===== config.mk =====
export PLATFORM = sky130hd
export DESIGN_NAME = config_loader
export DESIGN_NICKNAME = d
export VERILOG_FILES = /design/src/rtl/config_loader.sv
export SDC_FILE = /design/constraint.sdc
export NUM_CORES = 1
export LEC_CHECK = 0
export CAP_MARGIN = 40
export CORE_MARGIN = 5
export CORE_UTILIZATION = 30
export CTS_CLUSTER_SIZE = 24
export DETAILED_ROUTE_END_ITERATION = 7
export PLACE_DENSITY = 0.55
export SKIP_LAST_GASP = 1
export SYNTH_ARGS = -nofsm -noshare
export SYNTH_HDL_FRONTEND = slang
export SYNTH_SLANG_ARGS = --single-unit
export TNS_END_PERCENT = 5

===== constraint.sdc =====
create_clock -name clk_i -period 4.7 [get_ports clk_i]
set_input_delay 0.705 -clock clk_i [delete_from_list [all_inputs] [get_ports clk_i]]
set_output_delay 0.705 -clock clk_i [all_outputs]
set_load 0.01 [all_outputs]

===== src/rtl/config_loader.sv =====
// Packet-based loader that turns a header + data word stream into one-hot parameter-memory writes.
// Optional trailing XOR checksum per packet is enabled with CONFIG_LOADER_CHECKSUM_EN.
module config_loader #(
    parameter int DSIZE                   = 16,
    parameter int NURN_CNT_BIT_WIDTH      = 8,
    parameter int AXON_CNT_BIT_WIDTH      = 8,
    parameter int CONFIG_PARAMETER_NUMBER = 9
) (
    input  logic                                          clk_i,
    input  logic                                          rst_n_i,
    input  logic                                          cfg_valid_i,
    input  logic [31:0]                                   cfg_data_i,
    output logic                                          cfg_ready_o,
    input  logic                                          clear_err_i,
    output logic [CONFIG_PARAMETER_NUMBER-1:0]            config_write_enable_o,
    output logic [NURN_CNT_BIT_WIDTH+AXON_CNT_BIT_WIDTH-1:0] config_write_address_o,
    output logic [DSIZE*2-1:0]                            config_data_o,
    output logic                                          busy_o,
    output logic                                          pkt_done_o,
    output logic                                          error_o
);

    localparam int AW = NURN_CNT_BIT_WIDTH + AXON_CNT_BIT_WIDTH;
    localparam int DW = DSIZE * 2;
    localparam int NP = CONFIG_PARAMETER_NUMBER;

    typedef enum logic [1:0] {
        IDLE  = 2'd0,
        DATA  = 2'd1,
        DRAIN = 2'd2
`ifdef CONFIG_LOADER_CHECKSUM_EN
        ,
        CHECK = 2'd3
`endif
    } state_e;

    state_e          state_q, state_d;
    logic            ready_q;
    logic [NP-1:0]   we_q, we_d;
    logic [AW-1:0]   addr_q, addr_d;
    logic [AW-1:0]   nxt_q, nxt_d;
    logic [DW-1:0]   data_q, data_d;
    logic [11:0]     rem_q, rem_d;
    logic [3:0]      sel_q, sel_d;
    logic            done_q, done_d;
    logic            err_q, err_d;
    logic            set_err;
    logic            accept;
`ifdef CONFIG_LOADER_CHECKSUM_EN
    logic [31:0]     xor_q, xor_d;
`endif

    logic [3:0]      hdr_sel;
    logic [11:0]     hdr_cnt;
    logic [AW-1:0]   hdr_addr;

    assign hdr_sel  = cfg_data_i[31:28];
    assign hdr_cnt  = cfg_data_i[27:16];
    assign hdr_addr = cfg_data_i[AW-1:0];
    assign accept   = cfg_valid_i & ready_q;

    always_comb begin
        state_d = state_q;
        we_d    = '0;
        addr_d  = addr_q;
        nxt_d   = nxt_q;
        data_d  = data_q;
        rem_d   = rem_q;
        sel_d   = sel_q;
        done_d  = 1'b0;
        set_err = 1'b0;
`ifdef CONFIG_LOADER_CHECKSUM_EN
        xor_d   = xor_q;
`endif
        case (state_q)
            IDLE: begin
                if (accept) begin
                    if (hdr_cnt == 12'd0) begin
                        done_d = 1'b1;
                    end else begin
                        sel_d = hdr_sel;
                        rem_d = hdr_cnt;
                        nxt_d = hdr_addr;
`ifdef CONFIG_LOADER_CHECKSUM_EN
                        xor_d = '0;
`endif
                        if (32'(hdr_sel) < NP) begin
                            state_d = DATA;
                        end else begin
                            state_d = DRAIN;
                            set_err = 1'b1;
                        end
                    end
                end
            end
            DATA: begin
                if (accept) begin
                    we_d   = NP'(1) << sel_q;
                    addr_d = nxt_q;
                    nxt_d  = nxt_q + AW'(1);
                    data_d = cfg_data_i[DW-1:0];
                    rem_d  = rem_q - 12'd1;
`ifdef CONFIG_LOADER_CHECKSUM_EN
                    xor_d  = xor_q ^ cfg_data_i;
                    if (rem_q == 12'd1) state_d = CHECK;
`else
                    if (rem_q == 12'd1) begin
                        state_d = IDLE;
                        done_d  = 1'b1;
                    end
`endif
                end
            end
            DRAIN: begin
                if (accept) begin
                    rem_d = rem_q - 12'd1;
`ifdef CONFIG_LOADER_CHECKSUM_EN
                    xor_d = xor_q ^ cfg_data_i;
                    if (rem_q == 12'd1) state_d = CHECK;
`else
                    if (rem_q == 12'd1) begin
                        state_d = IDLE;
                        done_d  = 1'b1;
                    end
`endif
                end
            end
`ifdef CONFIG_LOADER_CHECKSUM_EN
            CHECK: begin
                // Writes already issued stay in memory; a bad checksum only flags the error.
                if (accept) begin
                    if (cfg_data_i != xor_q) set_err = 1'b1;
                    done_d  = 1'b1;
                    state_d = IDLE;
                end
            end
`endif
            default: state_d = IDLE;
        endcase
        err_d = set_err | (err_q & ~clear_err_i);
    end

    always_ff @(posedge clk_i or negedge rst_n_i) begin
        if (!rst_n_i) begin
            state_q <= IDLE;
            ready_q <= 1'b0;
            we_q    <= '0;
            addr_q  <= '0;
            nxt_q   <= '0;
            data_q  <= '0;
            rem_q   <= '0;
            sel_q   <= '0;
            done_q  <= 1'b0;
            err_q   <= 1'b0;
`ifdef CONFIG_LOADER_CHECKSUM_EN
            xor_q   <= '0;
`endif
        end else begin
            state_q <= state_d;
            ready_q <= 1'b1;
            we_q    <= we_d;
            addr_q  <= addr_d;
            nxt_q   <= nxt_d;
            data_q  <= data_d;
            rem_q   <= rem_d;
            sel_q   <= sel_d;
            done_q  <= done_d;
            err_q   <= err_d;
`ifdef CONFIG_LOADER_CHECKSUM_EN
            xor_q   <= xor_d;
`endif
        end
    end

    assign cfg_ready_o            = ready_q;
    assign config_write_enable_o  = we_q;
    assign config_write_address_o = addr_q;
    assign config_data_o          = data_q;
    assign busy_o                 = (state_q != IDLE);
    assign pkt_done_o             = done_q;
    assign error_o                = err_q;

endmodule


==> impl_metrics.ini <==
[cts]
clk_latency_ns = 0.35
cts.clk_slew.worst_paths_ns = 0.07
clock_sink_count = 94
clk_path_buf_depth = 2
cts_tree = done
h-tree-depth = 3
ctsRootBufferMaster = clkbuf_16
cts_resized = 0
post-cts-setup-buffers = 0
numCtsBuffers = 9
hold_buffers = 0

[yosys]
syn_nets = 534
synth_warnings = 0
yosys_register_bits = 94
ys_top_cells_by_count = 175 x nand2_1, 94 x dfrtp_1, 22 x a21oi_1, 22 x clkbuf_1, 21 x o21ai_0
syn_area_um2 = 4320
synth_top_cells_by_area = dfrtp_1 54%, nand2_1 15%, a21oi_1 2.5%
post-synth-top-count-cell = nand2_1
yosysTopAreaCellShare_pct = 54.4
avgSynthCellArea_um2 = 8.79
synth_cells = 492
yosys.area.top_type = dfrtp_1
synthArstFlopShare_pct = 100
synth-main-ff-cell = dfrtp_1
synth-edff-count = 0
yosysUniqueCellTypes = 46
yosysSeqAreaShare_pct = 54.4

[floorplan]
coreArea_um2 = 14000
pin_count = 97
dieHeight_um = 130
core.rowCount = 43
die_x_um = 130
start_util_pct = 30.9
die-area_um2 = 16900

[timing]
grt_setup_unrepaired = false
tightest_slew_ns = 0.733
tns_ns = 0
min_period_ns = 2.58
hold_viol = 0
max_slew_margin_pct = 51.1
fin_skew_ns = 0.0102
setup_viol = 0
fin_crit_sh_pct = 54.8
max_freq_mhz = 388
maxSlewViolCount = 0

[placement]
hpwlAfterDp_um = 8270
port_buffers = 96
gp_congestion = 0.800
place_area_um2 = 5480

[setup_path]
worst_ep_required_time_ns = 4.96
critical_path_class = in2reg
crit_chain = clkdlybuf4s50_1 > nor4_1 > a41oi_1 > o21a_1 > and4_1 > nor3_1
critPathCaptureType = flip-flop
path_delay_family = simple AND/OR/NAND/NOR gates
cp.arrival_ns = 2.84
cpPeakStageDelay_ns = 0.48
cp_slowest_cell = clkdlybuf4s50_1
crit_path_start_kind = primary input
worst-path-max-fanout = 21
path_buf_inv = 1

[finish]
multi_input_area_um2 = 1820
fillers = 1419
seqCellArea_um2 = 2350
drive_gt1_share_pct = 6.16
finish.net_count = 621
antenna_cells = 0
area_delta_synth_final_pct = 33.8
design_area_um2 = 5780

[global_route]
antenna_found_initial = 0
track_usage_pct = 14.9
grt_overflow_total = 0
grt_pass1_vias = 3823
grt_pass1_wl_um = 19900
grt_max_degree = 53

[power_and_ir_drop]
power_density_nw_per_um2 = 613
p_sw_share_pct = 36.3
power_leakage_nw = 2.56
p_seq_share_pct = 40.7
p_int_mw = 2.26
pwr-share-comb_pct = 38.0
peakVddDrop_mv = 0.247
total_power_mw = 3.55
p_switching_mw = 1.29
clkPwrFrac_pct = 21.4

[worst_hold_path]
min_path_type = in2async

[drt]
num_vias = 3704
drcViolationCount = 0
drt_iter0_markers = 247
vias_per_cell = 4.85
wire_per_inst_um = 15.4
ant_nets = 0
drt-total-wl_um = 11800
first_pass_iters = 4

[run_status]
status = finished clean

[run]
maxCapViolCount = 0
==> flip-flops by register name, summed over array words and instances, names as in the netlist <==
signal and cells:
config_write_address_o 16, nxt_q 16, error_o 1, pkt_done_o 1, sel_q 4, rem_q 12, config_data_o 32, config_write_enable_o 9
cfg_ready_o 1, state_q 2
==> metal layers <==
metal,GRT usage (%),vias up,routed length [um]
met5,0,-,0
met4,5.62,0,193
met3,3.60,12,623
met2,22.4,89,5350
met1,20.8,1774,5620
li1,-,1829,-
==> power groups by stage <==
stage	clock (mW)	sequential (mW)	combinational, mW
after detailed placement	0	1.46	1.36
after global routing	0.819	1.50	1.51
after CTS	0.786	1.45	1.37
after floorplan	0	1.48	0.644
final	0.758	1.44	1.35
after global placement	0	1.44	1.34
==> cell usage in the layout (no fill, tap or decap), types with 2 or more instances in the layout <==
cell | synthesis | routed
clkinv_2 | 0 | 2
buf_4 | 0 | 7
clkdlybuf4s50_1 | 0 | 95
nand2_1 | 175 | 174
nor2_1 | 17 | 17
a31oi_1 | 4 | 4
a22oi_1 | 2 | 2
mux2_2 | 3 | 3
nor3_1 | 20 | 20
and3_1 | 5 | 4
nand2b_1 | 9 | 9
dfrtp_1 | 94 | 94
nor4b_1 | 2 | 2
a2bb2oi_1 | 5 | 5
o22a_1 | 4 | 4
a41oi_1 | 2 | 2
nand3_1 | 9 | 9
mux2i_1 | 2 | 2
inv_6 | 0 | 3
nor4_1 | 6 | 6
o21ai_0 | 21 | 21
o21ai_1 | 2 | 2
and4_1 | 4 | 4
a21oi_1 | 22 | 22
ha_1 | 6 | 6
o22ai_1 | 13 | 13
clkbuf_16 | 0 | 9
or3_1 | 4 | 4
inv_1 | 13 | 13
o21a_1 | 2 | 2
and2_1 | 2 | 2
==> final cells by class <==
class                      count  share of cell area [%]
clock buffer                  10                    4.13
clock inverter                 6                    1.15
inverter                      13                   0.844
multi-input combinational    358                    31.5
sequential                    94                    40.7
tap                          180                    3.89
timing repair buffer         103                    17.8
==> metrics by stage <==
step | hold WS (ns) | setup WS [ns] | std cells | utilization, %
after global routing | 0.472 | 1.91 | 764 | 41.4
after detailed placement | 0.461 | 1.78 | 748 | 39.2
after CTS | 0.432 | 2.14 | 764 | 41.4
after floorplan | 0.409 | 2.70 | 492 | -
final | 0.401 | 2.12 | 764 | 41.4
after global placement | 0.458 | 1.50 | 746 | 38.9
==> cells by family after synthesis <==
logic type	synth area share [%]
other	0.0867
adder cells (fa/ha/maj)	1.74
buffers and inverters	3.56
AND/OR/NAND/NOR	26.4
AO/OA/AOI/OAI	12.5
flip-flops	54.4
multiplexers	1.24
==> path summary, 6_finish.rpt <==
kind	depth (start not counted)	endpoint	start	slack [ns]
setup / recovery	6	nxt_q[9]$_DFFE_PN0P_	cfg_data_i[26]	2.12
hold / removal	1	config_data_o[12]$_DFFE_PN0P_	rst_n_i	0.40
setup reg to reg	7	config_write_enable_o[4]$_DFF_PN0_	state_q[1]$_DFFE_PN0P_	2.23
hold reg to reg	2	config_data_o[2]$_DFFE_PN0P_	config_data_o[2]$_DFFE_PN0P_	0.47
max in group asynchronous	2	config_write_enable_o[8]$_DFF_PN0_	rst_n_i	3.28
min in group clk_i	2	config_data_o[2]$_DFFE_PN0P_	config_data_o[2]$_DFFE_PN0P_	0.47
Power figures use the tool's default switching activity.
